**src/rtl/bus_uart_tx.sv**
```systemverilog
// Write-only 8N1 UART transmitter on the ControlUnit output bus.
// Bytes written to the data register are queued in a small FIFO; a full FIFO drops and counts writes.
module bus_uart_tx #(
  parameter logic [31:0] BASE_ADDRESS = 32'h0000_0800,
  parameter int          CLKS_PER_BIT = 104,
  parameter int          FIFO_DEPTH   = 8
) (
  input  logic                          clk,
  input  logic                          reset,
  input  logic                          bus_address_valid,
  input  logic [31:0]                   bus_address_payload,
  input  logic                          bus_data_valid,
  input  logic [31:0]                   bus_data_payload,
  output logic                          io_uart_tx,
  output logic                          io_busy,
  output logic [$clog2(FIFO_DEPTH):0]   io_fifo_level,
  output logic [7:0]                    io_drop_count
);

  localparam int PW = $clog2(FIFO_DEPTH);
  localparam int LW = PW + 1;
  localparam int CW = $clog2(CLKS_PER_BIT);

  typedef enum logic [1:0] {IDLE, START, DATA, STOP} state_t;

  state_t          state;
  logic [CW-1:0]   cnt;
  logic [2:0]      bit_idx;
  logic [7:0]      shift;
  logic            tx;

  logic [7:0]      mem [FIFO_DEPTH];
  logic [PW-1:0]   wr_ptr;
  logic [PW-1:0]   rd_ptr;
  logic [LW-1:0]   level;
  logic [7:0]      drop;

  logic            wr_data;
  logic            wr_ctrl;
  logic            empty;
  logic            full;
  logic            bit_end;
  logic            pop;
  logic            push;
  logic            unused_bits;

  function automatic logic [7:0] sat_inc(input logic [7:0] v);
    return (v == 8'hFF) ? v : v + 8'd1;
  endfunction

  assign wr_data = bus_address_valid && (bus_address_payload == BASE_ADDRESS);
  assign wr_ctrl = bus_address_valid && (bus_address_payload == BASE_ADDRESS + 32'd4);
  assign empty   = (level == '0);
  assign full    = (level == LW'(FIFO_DEPTH));
  assign bit_end = (cnt == CW'(CLKS_PER_BIT - 1));

  // The end of a stop bit pops directly so consecutive frames have no idle gap.
  assign pop  = !empty && ((state == IDLE) || ((state == STOP) && bit_end));
  assign push = wr_data && (!full || pop);

  assign unused_bits = ^{bus_data_valid, bus_data_payload[31:8]};

  always_ff @(posedge clk) begin
    if (reset) begin
      wr_ptr <= '0;
      rd_ptr <= '0;
      level  <= '0;
      drop   <= '0;
    end else begin
      if (pop)  rd_ptr <= rd_ptr + PW'(1);
      if (push) wr_ptr <= wr_ptr + PW'(1);
      level <= level + LW'(push) - LW'(pop);
      if (wr_data && !push)
        drop <= sat_inc(drop);
      else if (wr_ctrl && bus_data_payload[0])
        drop <= '0;
    end
  end

  always_ff @(posedge clk) begin
    if (push) mem[wr_ptr] <= bus_data_payload[7:0];
  end

  always_ff @(posedge clk) begin
    if (reset) begin
      state   <= IDLE;
      cnt     <= '0;
      bit_idx <= '0;
      tx      <= 1'b1;
    end else begin
      case (state)
        IDLE: begin
          tx  <= 1'b1;
          cnt <= '0;
          if (pop) begin
            shift <= mem[rd_ptr];
            state <= START;
            tx    <= 1'b0;
          end
        end
        START: begin
          if (bit_end) begin
            cnt     <= '0;
            bit_idx <= '0;
            state   <= DATA;
            tx      <= shift[0];
          end else begin
            cnt <= cnt + CW'(1);
          end
        end
        DATA: begin
          if (bit_end) begin
            cnt <= '0;
            if (bit_idx == 3'd7) begin
              state <= STOP;
              tx    <= 1'b1;
            end else begin
              bit_idx <= bit_idx + 3'd1;
              shift   <= {1'b0, shift[7:1]};
              tx      <= shift[1];
            end
          end else begin
            cnt <= cnt + CW'(1);
          end
        end
        STOP: begin
          if (bit_end) begin
            cnt <= '0;
            if (pop) begin
              shift <= mem[rd_ptr];
              state <= START;
              tx    <= 1'b0;
            end else begin
              state <= IDLE;
            end
          end else begin
            cnt <= cnt + CW'(1);
          end
        end
        default: begin
          state <= IDLE;
          tx    <= 1'b1;
        end
      endcase
    end
  end

  assign io_uart_tx    = tx;
  assign io_busy       = (state != IDLE) || !empty;
  assign io_fifo_level = level;
  assign io_drop_count = drop;

endmodule

```
**config.mk**
```make
export PLATFORM = sky130hd
export DESIGN_NAME = bus_uart_tx
export DESIGN_NICKNAME = d
export VERILOG_FILES = /design/src/rtl/bus_uart_tx.sv
export SDC_FILE = /design/constraint.sdc
export NUM_CORES = 1
export LEC_CHECK = 0
export ABC_AREA = 0
export BUFFER_PORTS_ARGS = -buffer_cell sky130_fd_sc_hd__buf_2
export CAP_MARGIN = 15
export CORE_AREA = 3 3 95 97
export CTS_BUF_LIST = sky130_fd_sc_hd__clkbuf_4
export DETAILED_ROUTE_END_ITERATION = 7
export DIE_AREA = 0 0 98 100
export GPL_TIMING_DRIVEN = 1
export PLACE_DENSITY_LB_ADDON = 0.12
export SYNTH_ARGS = -nofsm -noshare
export SYNTH_HDL_FRONTEND = slang
export SYNTH_SLANG_ARGS = --single-unit
export TNS_END_PERCENT = 10
```
**constraint.sdc**
```tcl
create_clock -name clk -period 3.3 [get_ports clk]
set_input_delay 0 -clock clk [delete_from_list [all_inputs] [get_ports clk]]
set_output_delay 0 -clock clk [all_outputs]
set_load 0.05 [all_outputs]
```
==> flow_metrics.tcl, run 1 <==
set metrics [dict create \
    synthSimpleGateAreaFrac_pct 12.4 \
    syn_nets 442 \
    synth_edf_count 72 \
    fillerInstances 610 \
    status "completed" \
    synthArstFlopShare_pct 0 \
    multiInputGateArea_mm2 0.00177 \
    hold_path.class "input port to register" \
    cts_buffers 9 \
    synth_compound_area_share_pct 7.57 \
    hpwlAfterDp_um 6100 \
    switchingPower_uw 1170 \
    grt_antenna_before_repair 0 \
    viasPerCell 5.56 \
    rows 33 \
    maxSlewHeadroom_pct 46.8 \
    synth_flop_cell "edfxtp_1" \
    synth_mux_area_share_pct 10.4 \
    drv_slew 0 \
    grt_pass1_vias 2945 \
    synth.yosys.seq_area_share_pct 60.2 \
    num_vias 3002 \
    area_growth_pct 14.9 \
    yosys_warnings 0 \
    endpoint "io_fifo_level[2]" \
    post_cts.repair.setup_buffers 0 \
    fin_skew_ns 0.0256 \
    regToRegEndpoint "io_fifo_level[2]" \
    port_buffers 56 \
    worstReg2RegStart "cnt[0]" \
    regArea_mm2 0.00284 \
    synth_top_family_by_area "simple AND/OR/NAND/NOR gates" \
    utilization_pct 66.1 \
    place_area_mm2 0.00517 \
    design.core.area_mm2 0.00822 \
    p_sw_share_pct 34.7 \
    cts_buffer_depth 2 \
    r2r_slack_ns 0.55 \
    final-setup-viol-count 0 \
    cts_sinks 106 \
    synth_area_mm2 0.00473 \
    p_per_area_mw_per_mm2 622 \
    first_pass_iters 4 \
    clk_pin_slew_ns 0.18 \
    maxCapViolations 0 \
    setup_tns_ns 0 \
    p_leak_uw 0.00196 \
    total_power_uw 3380 \
    drtAntennaViolNets 0 \
    cts-root-buf "clkbuf_4" \
    min_period_ns 2.75 \
    drive_above_1_share_pct 24.4 \
    rr_worst_depth 12 \
    routed_wl_um 8780 \
    clkPwrFrac_pct 20.5 \
    p_int_uw 2210 \
    cts.htree.levels 3 \
    num-nets-final 517 \
    grt_usage_pct 19.0 \
    die-area_mm2 0.00980 \
    die_w_um 98 \
    synth.distinct_cells 53 \
    rsz0062_at_grt "false" \
    cp-start-kind "register" \
    ys_ff_latch 106 \
    crit_start "cnt[0]" \
    globalplace.congestion 0.832 \
    synthAdderAreaFrac_pct 5.19 \
    worst_pin_slew_ns 0.798 \
    wire_per_inst_um 16.3 \
    synth_xor_xnor_area_share_pct 1.85 \
    final_cell_area_mm2 0.00543 \
    fin_crit_sh_pct 83.3 \
    avgSynthCellArea_um2 13.3 \
    cp.required_ns 3.64 \
    postCtsResizedCells 0 \
    num_antenna_cells 0 \
    hold_viol 0 \
    worstPathMaxFanout 5 \
    overflow 0 \
    drt_iter0_markers 162 \
    grt_max_degree 29 \
    cts_tree "yes" \
    cp.arrival_ns 3.09 \
    p_seq_share_pct 49.7 \
    max_freq_mhz 364 \
    worst_setup_path_end_kind "register" \
    clk-insertion-delay-late_ns 0.47 \
    vdd_ir_drop_max_uv 284 \
    combPwrFrac_pct 29.8 \
    io_pins 82 \
    grt_pass1_wl_um 14600 \
    synth_cells 355 \
    initial_utilization_pct 57.5 \
    die_y_um 100 \
    worstSetupPathType "register to register" \
    remaining_drc_errors 0 \
]
## flip-flops by register name, indices dropped and copies added (netlist names), named ones only
register and count:
mem 64, io_drop_count 8, shift 8, cnt 7, io_fifo_level 4, bit_idx 3
rd_ptr 3, wr_ptr 3, state 2, io_uart_tx 1
## cells in the mapped netlist (8+ instances only)
cell,n,area [µm²]
clkbuf_1,8,30.0
nor2_1,34,128
nand3_1,9,45.0
dfxtp_1,34,681
nand2_1,22,82.6
inv_1,15,56.3
mux4_2,16,360
ha_1,18,225
mux2i_1,11,110
edfxtp_1,72,2160
a21oi_1,9,45.0
nand2b_1,9,56.3
## through the flow
step	worst slack [ns]	cells	hold slack (ns)
finish	0.552	540	0.0773
global route	0.389	540	0.116
CTS	0.545	540	0.0579
detailed placement	0.592	514	0.279
global placement	0.618	514	0.265
floorplan	0.269	355	0.0989
## critical path, stage by stage, from the launching register on
cell and delay, ns:
dfxtp_1 0.41, ha_1 0.23, and2_1 0.25, nand4b_2 0.17, a2111oi_4 0.40, inv_1 0.08, ha_1 0.27, inv_1 0.05
ha_1 0.15, inv_1 0.05, fa_1 0.38, xor2_1 0.15, nor2_1 0.05
## area by class of cell
type	count	share of cell area [%]
Timing Repair Buffer	77	8.52
Multi-Input combinational cell	220	32.6
Sequential cell	106	52.3
Clock buffer	9	1.24
Clock inverter	7	1.77
Inverter	16	1.11
Tap cell	105	2.42
## layout by cell type, fill, tap and decap left out, types with 2 or more instances in the layout
cell type,count
dfxtp_1,34
mux2i_1,11
xnor2_1,7
nor3_1,6
nor4b_1,3
a22o_1,3
nand3_1,9
nor2_1,34
o22ai_1,2
edfxtp_1,72
nor4_1,6
and2_1,4
a21o_1,3
ha_1,18
mux4_2,16
inv_1,15
a21oi_1,9
xor2_1,3
o21ai_0,5
a31oi_1,4
o21a_1,2
clkbuf_4,9
nand4_1,3
or2_2,2
a22oi_1,5
buf_2,56
and3_1,4
dlygate4sd3_1,10
nor2b_1,2
o31ai_1,7
inv_8,2
a2111oi_0,2
or3_1,2
nand2_1,22
nand2b_1,9
buf_4,11
clkinv_8,3
## routing by layer
| layer | wire (µm) | track usage [%] | share of wire [%] | up-vias |
|---|---|---|---|---|
| met5 | 0 | 0 | 0 | - |
| met1 | 3970 | 26.2 | 45 | 1436 |
| met4 | 62 | 5.22 | 0.71 | 0 |
| met2 | 4340 | 31.0 | 49 | 65 |
| met3 | 394 | 3.96 | 4.5 | 4 |
| li1 | - | - | - | 1497 |
## what timing repair did
| item | in CTS | in global routing |
|---|---|---|
| hold buffers | 10 | 0 |
| endpoints found under the setup margin | 0 | 0 |
| hold endpoints to repair | 76 | 0 |
## worst min path at each step
stage                                        from               end  slack, ns  cells past startpoint
final                     bus_address_payload[15]  io_drop_count[5]       0.08                      6
after global routing      bus_address_payload[20]  io_drop_count[5]       0.12                      6
after CTS                 bus_address_payload[15]  io_drop_count[5]       0.06                      6
after detailed placement      bus_data_payload[2]         mem[7][2]       0.28                      1
after global placement        bus_data_payload[6]         mem[4][6]       0.26                      1
after floorplan               bus_data_payload[0]         mem[0][0]        0.1                      0
## cell families (layout without fill, tap and decap cells)
kind of cell	count (synthesis)	after routing
AND/OR/NAND/NOR	113	113
buffers and inverters	29	109
multiplexers	29	29
XOR/XNOR	10	10
flip-flops	106	106
AO/OA/AOI/OAI	49	49
adder cells (fa/ha/maj)	19	19
## power by group through the flow
stage                     Clock, µW  Combinational, µW  Sequential (µW)
after CTS                       714               1020             1690
after floorplan                   0                745             1720
after global routing            766               1120             1700
after detailed placement          0               1000             1720
after global placement            0                977             1710
final                           692               1010             1680
Note: power is estimated with default switching activity, not from simulation.
==> run 2, diff against run 1 <==
--- a/config.mk
+++ b/config.mk
@@ -8,10 +8,10 @@
 export ABC_AREA = 0
 export BUFFER_PORTS_ARGS = -buffer_cell sky130_fd_sc_hd__buf_2
 export CAP_MARGIN = 15
-export CORE_AREA = 3 3 95 97
+export CORE_AREA = 3 3 100 102
 export CTS_BUF_LIST = sky130_fd_sc_hd__clkbuf_4
 export DETAILED_ROUTE_END_ITERATION = 7
-export DIE_AREA = 0 0 98 100
+export DIE_AREA = 0 0 103 105
 export GPL_TIMING_DRIVEN = 1
 export PLACE_DENSITY_LB_ADDON = 0.12
 export SYNTH_ARGS = -nofsm -noshare
==> constraint.sdc (replaced) <==
create_clock -name clk -period 2.25 [get_ports clk]
set_input_delay 0 -clock clk [delete_from_list [all_inputs] [get_ports clk]]
set_output_delay 0 -clock clk [all_outputs]
set_load 0.05 [all_outputs]
==> run 2 against run 1 <==
  * Critical endpoint unchanged
  * Critical path type unchanged
  * First-iteration DRC count grew 3.7%
  * The run now ends with setup timing left
  * Final cell count grew 7.8%
  * Core utilization shrank 2.8 points
  * Register-to-register slack lost 0.71 ns
==> flow_metrics.tcl, run 2 (same netlist as run 1, synthesis figures left out) <==
set metrics [dict create \
    num_antenna_cells 0 \
    worstSetupPathType "register to register" \
    place_ws_ns -0.186 \
    cp-start-kind "register" \
    cts_buffer_depth 2 \
    worst_setup_path_end_kind "register" \
    cts_sinks 106 \
    routed-wl-met2_um 4960 \
    clk_pin_slew_ns 0.18 \
    min_period_ns 2.41 \
    hold_viol 0 \
    met3WireLength_um 343 \
    maxSlewHeadroom_pct 64.0 \
    worstPathMaxFanout 3 \
    setup_tns_ns -0.733 \
    num_vias 3167 \
    area_growth_pct 23.2 \
    io_pins 82 \
    drt_iter0_markers 168 \
    wire_per_inst_um 16.7 \
    viasPerCell 5.44 \
    globalplace.congestion 0.809 \
    die_y_um 105 \
    cts_tree "yes" \
    die_w_um 103 \
    max_freq_mhz 415 \
    final_common_cell "edfxtp_1" \
    initial_utilization_pct 51.4 \
    largest_reg_flops 64 \
    status "finished with violations" \
    drv_slew 0 \
    grt_pass1_wl_um 16400 \
    clk-insertion-delay-late_ns 0.45 \
    hold_path.class "input port to register" \
    final-setup-viol-count 30 \
    cp.arrival_ns 2.80 \
    fin_crit_sh_pct 107 \
    drtAntennaViolNets 0 \
    die-area_mm2 0.0108 \
    cts_buffers 9 \
    regMostFlops "mem" \
    overflow 0 \
    design.core.area_mm2 0.00920 \
    rsz0062_at_grt "true" \
    cts.htree.levels 3 \
    drive_above_1_share_pct 35.0 \
    fin_skew_ns 0.0226 \
    maxCapViolations 0 \
    layout_common_cells "edfxtp_1, buf_2, buf_4" \
    first_pass_iters 4 \
    grt_antenna_before_repair 0 \
    routed_wl_um 9740 \
    top_layer "met4" \
    remaining_drc_errors 0 \
    port_buffers 56 \
    vdd_ir_drop_max_uv 350 \
    drt-met1-wl_um 4350 \
    grt_usage_pct 19.6 \
    cts-root-buf "clkbuf_4" \
    violations "setup timing" \
    p_leak_uw 0.00216 \
    grt_pass1_vias 3278 \
    hpwlAfterDp_um 6790 \
    grt_max_degree 25 \
    num-nets-final 553 \
    rows 35 \
    fin_ws_ns -0.157 \
    p_per_area_mw_per_mm2 903 \
    worst_pin_slew_ns 0.539 \
    cp.required_ns 2.64 \
]
[run 2: repair_timing]
action / 4_1_cts / 5_1_grt
pin swaps: 4 / 8
setup buffers: 0 / 3
hold endpoints to repair: 67 / 0
gates cloned: 0 / 0
gates resized for setup: 7 / 7
endpoints found under the setup margin: 7 / 68
hold buffers: 14 / 0
[run 2: critical path: stages (launching register included)]
cell and delay (ns):
dfxtp_4 0.40, inv_4 0.03, ha_4 0.15, nand2b_4 0.14
and3_4 0.15, a2111oi_4 0.37, inv_2 0.08, ha_4 0.24
inv_2 0.06, ha_4 0.12, inv_2 0.03, fa_2 0.32
xor2_1 0.16, nor2_1 0.09
[run 2: power breakdown]
group	switching (µW)	total (µW)	internal (µW)
clock	642	908	265
combinational	1040	1960	924
sequential	85.4	2380	2300
total	1770	5260	3490
[run 2: final cells by class]
type                    instances  area (µm²)
fillers                       752        3370
clock inverters                 6        55.1
repair buffers                113         759
multi-input cells             220        1870
clock buffers                  10        75.1
flip-flops and latches        106        2860
inverters                      16        65.1
well taps                     111         139
[run 2: per-stage QoR]
step                total power, µW  hold slack, ns  util (%)  cell area, µm²  instances
finish                         5260           0.154      63.3            5820        582
global route                   5600           0.157      63.3            5820        582
detailed placement             4340           0.284      59.7            5490        550
CTS                            5280          0.0999      62.9            5780        580
global placement               4290           0.266      59.7            5490        550
floorplan                      3740          0.0989         -            4810        355
[run 2: final timing paths]
kind | startpoint | to | slack [ns] | depth (start not counted)
min | bus_address_payload[20] | io_drop_count[6] | 0.15 | 6
max | io_fifo_level[3] | io_fifo_level[2] | -0.16 | 13
max reg2reg | io_fifo_level[3] | io_fifo_level[2] | -0.16 | 13
min reg2reg | io_uart_tx | io_uart_tx | 0.50 | 2
[run 2: routing by layer]
metal | track usage (%) | vias to the layer above
met5 | 0 | -
met4 | 5.64 | 0
met3 | 3.81 | 10
met2 | 30.8 | 53
met1 | 27.7 | 1532
li1 | - | 1572
